`src/rtl/uart_pkg.sv`:
```
// uart_pkg: shared state encoding, parity selectors and default width for the UART TX framer
package uart_pkg;
    localparam int DEF_DATA_WIDTH = 8;
    localparam logic PAR_EVEN = 1'b0;
    localparam logic PAR_ODD = 1'b1;
    typedef enum logic [2:0] {IDLE, START, DATA, PARITY, STOP} tx_state_t;
endpackage

```
`src/rtl/uart_tx_frame_if.sv`:
```
// uart_tx_frame_if: level-valid byte handshake plus serial line between controller and framer
interface uart_tx_frame_if #(parameter int DATA_WIDTH = uart_pkg::DEF_DATA_WIDTH);
    logic [DATA_WIDTH-1:0] P_DATA;
    logic DATA_VALID;
    logic PAR_EN;
    logic PAR_TYP;
    logic TX_OUT;
    logic BUSY;
    modport master (output P_DATA, DATA_VALID, PAR_EN, PAR_TYP, input TX_OUT, BUSY);
    modport slave (input P_DATA, DATA_VALID, PAR_EN, PAR_TYP, output TX_OUT, BUSY);
endinterface

```
`src/rtl/uart_tx_serializer.sv`:
```
// uart_tx_serializer: LSB-first shift register with bit counter and last-bit flag
module uart_tx_serializer
    import uart_pkg::*;
#(
    parameter int DATA_WIDTH = DEF_DATA_WIDTH
) (
    input  logic                  CLK,
    input  logic                  rst_n,
    input  logic                  load,
    input  logic                  shift_en,
    input  logic                  cnt_clr,
    input  logic                  cnt_en,
    input  logic [DATA_WIDTH-1:0] data,
    output logic                  lsb,
    output logic                  done
);
    localparam int CW = DATA_WIDTH > 1 ? $clog2(DATA_WIDTH) : 1;
    logic [DATA_WIDTH-1:0] sr;
    logic [CW-1:0] cnt;
    always_ff @(posedge CLK or negedge rst_n) begin
        if (!rst_n) begin
            sr <= '0;
            cnt <= '0;
        end else begin
            sr <= load ? data : shift_en ? sr >> 1 : sr;
            cnt <= cnt_clr ? '0 : cnt_en ? cnt + CW'(1) : cnt;
        end
    end
    assign lsb = sr[0];
    assign done = cnt == CW'(DATA_WIDTH - 1);
endmodule

```
`src/rtl/uart_tx_frame.sv`:
```
// uart_tx_frame: start/data/parity/stop UART framer, one serial bit per CLK
module uart_tx_frame
    import uart_pkg::*;
#(
    parameter int DATA_WIDTH = DEF_DATA_WIDTH
) (
    input logic CLK,
    input logic rst_n,
    uart_tx_frame_if.slave bus
);
    tx_state_t state, state_next;
    logic par_en_q, par_bit, lsb, done, load, tx_d;
    assign load = state == IDLE && bus.DATA_VALID;
    uart_tx_serializer #(.DATA_WIDTH(DATA_WIDTH)) u_ser (
        .CLK(CLK),
        .rst_n(rst_n),
        .load(load),
        .shift_en(state_next == DATA),
        .cnt_clr(state == START),
        .cnt_en(state == DATA),
        .data(bus.P_DATA),
        .lsb(lsb),
        .done(done)
    );
    always_comb begin
        state_next = state;
        case (state)
            IDLE:    state_next = bus.DATA_VALID ? START : IDLE;
            START:   state_next = DATA;
            DATA:    state_next = done ? (par_en_q ? PARITY : STOP) : DATA;
            PARITY:  state_next = STOP;
            default: state_next = IDLE;
        endcase
    end
    // Outputs are registered from the next state so TX_OUT/BUSY line up with the state register
    assign tx_d = state_next == START ? 1'b0 : state_next == DATA ? lsb : state_next == PARITY ? par_bit : 1'b1;
    always_ff @(posedge CLK or negedge rst_n) begin
        if (!rst_n) begin
            state <= IDLE;
            par_en_q <= 1'b0;
            par_bit <= 1'b0;
            bus.TX_OUT <= 1'b1;
            bus.BUSY <= 1'b0;
        end else begin
            state <= state_next;
            par_en_q <= load ? bus.PAR_EN : par_en_q;
            par_bit <= load ? ^bus.P_DATA ^ (bus.PAR_TYP == PAR_ODD) : par_bit;
            bus.TX_OUT <= tx_d;
            bus.BUSY <= state_next != IDLE;
        end
    end
endmodule

```
`src/flat_wrapper.sv`:
```
// flat-port wrapper written by rule: the top's interface ports become plain ports
module uart_tx_frame_flat import uart_pkg::*;
#(
    parameter int DATA_WIDTH = DEF_DATA_WIDTH
)
  (CLK, rst_n, bus_P_DATA, bus_DATA_VALID, bus_PAR_EN, bus_PAR_TYP, bus_TX_OUT, bus_BUSY);
  uart_tx_frame_if #(.DATA_WIDTH(DATA_WIDTH)) bus_i ();
  input logic CLK;
  input logic rst_n;
  input wire logic [$bits(bus_i.P_DATA)-1:0] bus_P_DATA;
  input wire logic [$bits(bus_i.DATA_VALID)-1:0] bus_DATA_VALID;
  input wire logic [$bits(bus_i.PAR_EN)-1:0] bus_PAR_EN;
  input wire logic [$bits(bus_i.PAR_TYP)-1:0] bus_PAR_TYP;
  output wire logic [$bits(bus_i.TX_OUT)-1:0] bus_TX_OUT;
  output wire logic [$bits(bus_i.BUSY)-1:0] bus_BUSY;
  assign bus_i.P_DATA = bus_P_DATA;
  assign bus_i.DATA_VALID = bus_DATA_VALID;
  assign bus_i.PAR_EN = bus_PAR_EN;
  assign bus_i.PAR_TYP = bus_PAR_TYP;
  assign bus_TX_OUT = bus_i.TX_OUT;
  assign bus_BUSY = bus_i.BUSY;
  uart_tx_frame #(.DATA_WIDTH(DATA_WIDTH)) u_core (.CLK(CLK), .rst_n(rst_n), .bus(bus_i));
endmodule
```
`config.mk`:
```
export PLATFORM = sky130hd
export DESIGN_NAME = uart_tx_frame_flat
export DESIGN_NICKNAME = d
export VERILOG_FILES = /design/src/rtl/uart_pkg.sv /design/src/rtl/uart_tx_frame_if.sv /design/src/rtl/uart_tx_serializer.sv /design/src/rtl/uart_tx_frame.sv /design/src/flat_wrapper.sv
export SDC_FILE = /design/constraint.sdc
export NUM_CORES = 1
export LEC_CHECK = 0
export ABC_AREA = 0
export CORE_ASPECT_RATIO = 1.25
export CORE_MARGIN = 10
export CORE_UTILIZATION = 36
export CTS_CLUSTER_SIZE = 10
export DETAILED_ROUTE_END_ITERATION = 8
export PLACE_DENSITY = 0.6
export SLEW_MARGIN = 25
export SYNTH_ARGS = -nofsm -noshare
export SYNTH_HDL_FRONTEND = slang
export SYNTH_SLANG_ARGS = --single-unit
```
`constraint.sdc`:
```
create_clock -name CLK -period 1.8 [get_ports CLK]
set_input_delay 0.45 -clock CLK [delete_from_list [all_inputs] [get_ports CLK]]
set_output_delay 0.45 -clock CLK [all_outputs]
set_load 0.02 [all_outputs]
```
# --- Yosys cells after proc, flatten, opt, wreduce, memory -nomap -nowiden ---
# Cells that the tools add are included.
word_totals:
  inputBits: 13
  word_cells: 33
  out_inout_bits: 2
  regBits: 18
classes:
  n_addsub: 1
  bitwise_logic: 1
  n_mux: 11
  reduce_logical: 6
  eq_ne: 7
op_table:
  columns: ["cell", "n"]
  rows:
  - ["$mux W8", 2]
  - ["$eq A3 B2 Y1 const B", 4]
  - ["$mux W3", 4]
  - ["$pmux W3 S4", 1]
  - ["$reduce_xor A8 Y1", 1]
  - ["$eq A3 B1 Y1 const B", 2]
  - ["$mux W1", 4]
  - ["$reduce_bool A2 Y1", 2]
  - ["$add A3 B1 Y3 const B", 1]
  - ["$eq A3 B3 Y1 const B", 1]
  - ["$logic_not A3 Y1", 1]
  - ["$reduce_bool A3 Y1", 1]
  - ["$logic_and A1 B1 Y1", 1]
  - ["$xor A1 B1 Y1", 1]

# --- Logic depth before layout (Yosys ltp) ---
depth:
  word_depth: 7
  mapped_depth: 7
  depth_no_buf: 6

# --- Modules after synthesis ---
# Synthesis repeated with hierarchy kept, for this count alone.
unflattened:
  cells_unflattened: 79
  hier_area_um2: 938.4
by_module_without_submodules:
  columns: ["module", "instances", "seq_area_each_um2", "area_per_inst_um2", "cells_each"]
  rows:
  - ["uart_tx_serializer", 1, 275.3, 509.2, 45]
  - ["uart_tx_frame", 1, 176.4, 429.2, 34]

# --- Worst setup path before layout ---
# Ideal clock, no wire load.
synth_path:
  path_kind: "register -> register"
  from: "register u_core.u_ser.cnt[0]"
  to: "register u_core.u_ser.sr[3]"
  period_less_slack_ns: 1.732
  n_path_buf: 1
  setup_time_ns: 0.073
  arrival_ns: 1.659
  path_stages_with_launch: 8
  path_slack_ns: 0.068
  t_required_ns: 1.727
  path_cell_list: "dfrtp_1 -> ha_1 -> ha_1 -> or3b_4 -> a21oi_4 -> buf_6 -> nor2_1 -> a21oi_2"
synth_between:
  elab_chain_len: 5
synth_rtl:
  columns: ["item", "line", "rtl"]
  rows:
  - ["start: declaration", "uart_tx_serializer.sv:19", "logic [CW-1:0] cnt;"]
  - ["start signal: assignment", "uart_tx_serializer.sv:26", "cnt <= cnt_clr ? '0 : cnt_en ? cnt + CW'(1) : cnt;"]
  - ["$eq A3 B3 Y1", "uart_tx_serializer.sv:30", "assign done = cnt == CW'(DATA_WIDTH - 1);"]
  - ["$mux W3", "uart_tx_frame.sv:30", "DATA: state_next = done ? (par_en_q ? PARITY : STOP) : DATA;"]
  - ["$pmux W3 S4", "uart_tx_frame.sv:27", "case (state)"]
  - ["$eq A3 B2 Y1", "uart_tx_frame.sv:18", ".shift_en(state_next == DATA),"]
  - ["$reduce_bool A2 Y1 (no line)", null, null]
  - ["end signal: assignment", "uart_tx_serializer.sv:25", "sr <= load ? data : shift_en ? sr >> 1 : sr;"]
  - ["end: declaration", "uart_tx_serializer.sv:18", "logic [DATA_WIDTH-1:0] sr;"]
# Every way passes these cells.
# A chain may end at the register's enable or synchronous reset.

# --- Worst setup path in the final report ---
layout_path:
  from: "register u_core.u_ser.cnt[1]"
  to: "register u_core.u_ser.sr[7]"
# Same word-level chain as after synthesis.

==> impl_metrics.py <==
metrics = {
    "worst_setup_path": {
        "crit_fanout": 3,
        "reg2reg_from": "u_core.u_ser.cnt[1]",
        "endpoint": "u_core.u_ser.sr[7]",
        "ff2ff_path_depth": 7,
        "worst_setup_path_start_kind": "register",
        "crit_arrival_ps": 1950,
        "rrSetupSlack_ps": 40,
        "path_class": "reg -> reg",
        "required_ps": 1990,
        "critPathLaunch": "u_core.u_ser.cnt[1]",
        "r2r-end": "u_core.u_ser.sr[7]",
        "crit_path_end_kind": "register",
    },
    "logic_synthesis": {
        "synthTopCellsByCount": "dfrtp_1, nor2_1, mux2i_1",
        "synthesis.area_sq_mm": 0.001025,
        "yosysSeqAreaShare_pct": 44.08,
        "synth-seq-cells": 18,
        "synthTopCellsByArea": "dfrtp_1, mux2i_1, xnor2_1",
        "syn_area_per_cell_sq_um": 11.02,
        "yosysWarnings": 0,
        "netlist.area_leader.share_pct": 41.51,
        "synth_area_leader_cell": "dfrtp_1",
        "yosys.cell_count.top_type": "dfrtp_1",
        "synth_ff_type": "dfrtp_1",
        "synth_edf_count": 0,
        "syn_inst": 93,
        "async_reset_ff_share_pct": 100.0,
        "synth_fp_nets": 108,
        "netlist-cell-type-count": 35,
    },
    "floorplan": {
        "die_area_sq_mm": 0.005394,
        "initial_utilization_pct": 37.86,
        "die_w_microns": 67.72,
        "core-area_sq_mm": 0.002706,
        "die_h_microns": 79.65,
        "num_rows": 21,
        "ios": 15,
    },
    "cts": {
        "clk_latency_ps": 290,
        "path_clk_slew_ps": 100,
        "clock_path_buffers": 2,
        "ctsRootBufferMaster": "clkbuf_4",
        "cts_tree": "built",
        "h-tree-depth": 1,
        "numCtsBuffers": 3,
        "cts.sinks": 18,
    },
    "place": {
        "gp_congestion": 0.7546,
        "dp.cells": 147,
        "port_buffers": 14,
        "pre_cts_slack_ps": -231.1,
        "dpl.hpwl_microns": 1537,
    },
    "route": {
        "drt_iter0_drc": 30,
        "wl_per_cell_microns": 13.08,
        "viasPerCell": 5.099,
        "drt_first_pass_iters": 4,
        "drc": 0,
        "final_antenna_net_count": 0,
        "vias": 775,
        "wl_microns": 1988,
    },
    "layout": {
        "layout.nets": 134,
        "final_layout_size_suffix_gt1_share_pct": 27.12,
        "seq_area_sq_um": 451.7,
        "layoutNonFillerInstCount": 152,
        "syn_to_final_growth_pct": 30.40,
        "fillers": 258,
        "antennaDiodeCount": 0,
        "multi_input_area_sq_um": 548.0,
    },
    "timing": {
        "finalSetupTns_ps": 0,
        "max_slew_margin_pct": 79.68,
        "finalWorstSetupSlack_ps": 41.52,
        "setup_viol": 0,
        "drv_slew": 0,
        "fin_skew_ps": 4.256,
        "hold_violations": 0,
        "rsz0062_at_grt": "true",
        "fin_crit_sh_pct": 97.69,
        "hold_ws_ps": 478.3,
        "tightest_slew_ps": 302.0,
        "max_freq_mhz": 568.7,
        "period_needed_ps": 1758,
    },
    "power_and_ir_drop": {
        "total_power_mw": 2.097,
        "irDropWorstVdd_mv": 0.8272,
        "p_per_area_mw_per_mm2": 1570,
        "p_comb_share_pct": 54.5,
        "switching_share_pct": 37.96,
        "power_frac_clock_pct": 9.8,
        "p_sw_mw": 0.7963,
        "intPower_mw": 1.301,
        "leakagePower_nw": 0.5533,
        "seq_power_share_pct": 35.7,
    },
    "grt": {
        "overflow": 0,
        "grt_usage_pct": 8.110,
        "grt_pass1_wl_microns": 3456,
        "grt_pass1_vias": 825,
        "antenna_found_initial": 0,
        "grt_max_degree": 19,
    },
    "outcome": {
        "outcome": "finished, final reports clean",
    },
    "job": {
        "max-cap-violations": 0,
    },
    "worst_hold_path": {
        "min_path_type": "in -> async",
    },
}
[final cells by class]
| class | count | share of cell area [%] |
|---|---|---|
| clock buffers | 4 | 1.966 |
| inverters | 4 | 1.124 |
| multi-input cells | 66 | 41.01 |
| flip-flops and latches | 18 | 33.80 |
| well taps | 34 | 3.184 |
| repair buffers | 26 | 18.91 |
[kinds of logic (layout without fill, tap and decap cells)]
| logic type | after synthesis | in the layout | share of synthesized area [%] |
|---|---|---|---|
| compound gates | 24 | 24 | 17.46 |
| simple gates | 23 | 23 | 12.94 |
| flops | 18 | 18 | 44.08 |
| mux | 10 | 10 | 10.01 |
| buf+inv | 9 | 34 | 5.738 |
| xor+xnor | 7 | 7 | 7.326 |
| fa+ha+maj | 2 | 2 | 2.442 |
[flip-flops by register name, indices dropped and copies added (netlist names)]
register	flops
u_core.state	3
u_core.u_ser.sr	8
u_core.par_en_q	1
u_core.u_ser.cnt	3
u_core.bus.BUSY	1
u_core.bus.TX_OUT	1
u_core.par_bit	1
[power by group through the flow]
stage | clock, mW | sequential [mW] | combinational, mW
3_5_place_dp | 0 | 0.750 | 1.05
3_3_place_gp | 0 | 0.743 | 1.02
2_1_floorplan | 0 | 0.719 | 0.782
5_1_grt | 0.236 | 0.777 | 1.26
4_1_cts | 0.219 | 0.742 | 1.04
6_report | 0.207 | 0.748 | 1.14
[repair_timing]
item                                    4_1_cts  5_1_grt
setup buffers                                 0        1
hold buffers                                  0        0
pin swaps                                     0        4
endpoints found under the setup margin        1        7
resized for setup                             1       10
endpoints found under the hold margin         0        0
[metal layers]
layer	share of wire (%)	vias to the layer above	wire length, microns	GRT usage, %
met5	0	-	0	0
met4	0.60	0	12	3.086
met3	4.7	2	94	2.107
met2	53	19	1059	14.31
met1	41	376	822	8.852
li1	-	378	-	-
[worst min-delay path by stage]
stage / depth (start not counted) / endpoint / startpoint
floorplan: 0 / u_core.bus.BUSY / rst_n
global placement: 2 / u_core.u_ser.cnt[1] / u_core.u_ser.cnt[1]
detailed placement: 2 / u_core.u_ser.sr[5] / u_core.u_ser.sr[5]
CTS: 2 / u_core.u_ser.cnt[2] / rst_n
global route: 2 / u_core.u_ser.cnt[2] / rst_n
finish: 2 / u_core.u_ser.cnt[2] / rst_n
[worst max-delay path, stage by stage (launching register included)]
cell and delay, ps:
dfrtp_1 410, ha_2 200, ha_4 160, or3b_4 380
a21oi_4 220, buf_6 130, nand2b_4 50, o2bb2ai_2 110
[per-stage QoR]
| step | instance area [sq um] | util [%] |
|---|---|---|
| 2_1_floorplan | 1025 | - |
| 3_3_place_gp | 1259 | 46.51 |
| 3_5_place_dp | 1259 | 46.51 |
| 4_1_cts | 1284 | 47.43 |
| 5_1_grt | 1336 | 49.38 |
| 6_report | 1336 | 49.38 |
[layout by cell type, fill, tap and decap left out, types with 2 or more instances in the layout]
| cell type | count |
|---|---|
| o21ai_0 | 3 |
| nand2_1 | 3 |
| mux2_2 | 2 |
| inv_1 | 4 |
| nor2b_1 | 2 |
| nor3_1 | 2 |
| dfrtp_1 | 17 |
| clkbuf_4 | 3 |
| buf_4 | 8 |
| nand2b_4 | 2 |
| xnor2_1 | 5 |
| mux2i_1 | 8 |
| nor2_1 | 7 |
| buf_6 | 3 |
| a21oi_2 | 3 |
| nor2_2 | 2 |
| clkdlybuf4s50_1 | 13 |
| a21oi_1 | 6 |
| a22oi_1 | 2 |
Power figures use the tool's default switching activity.
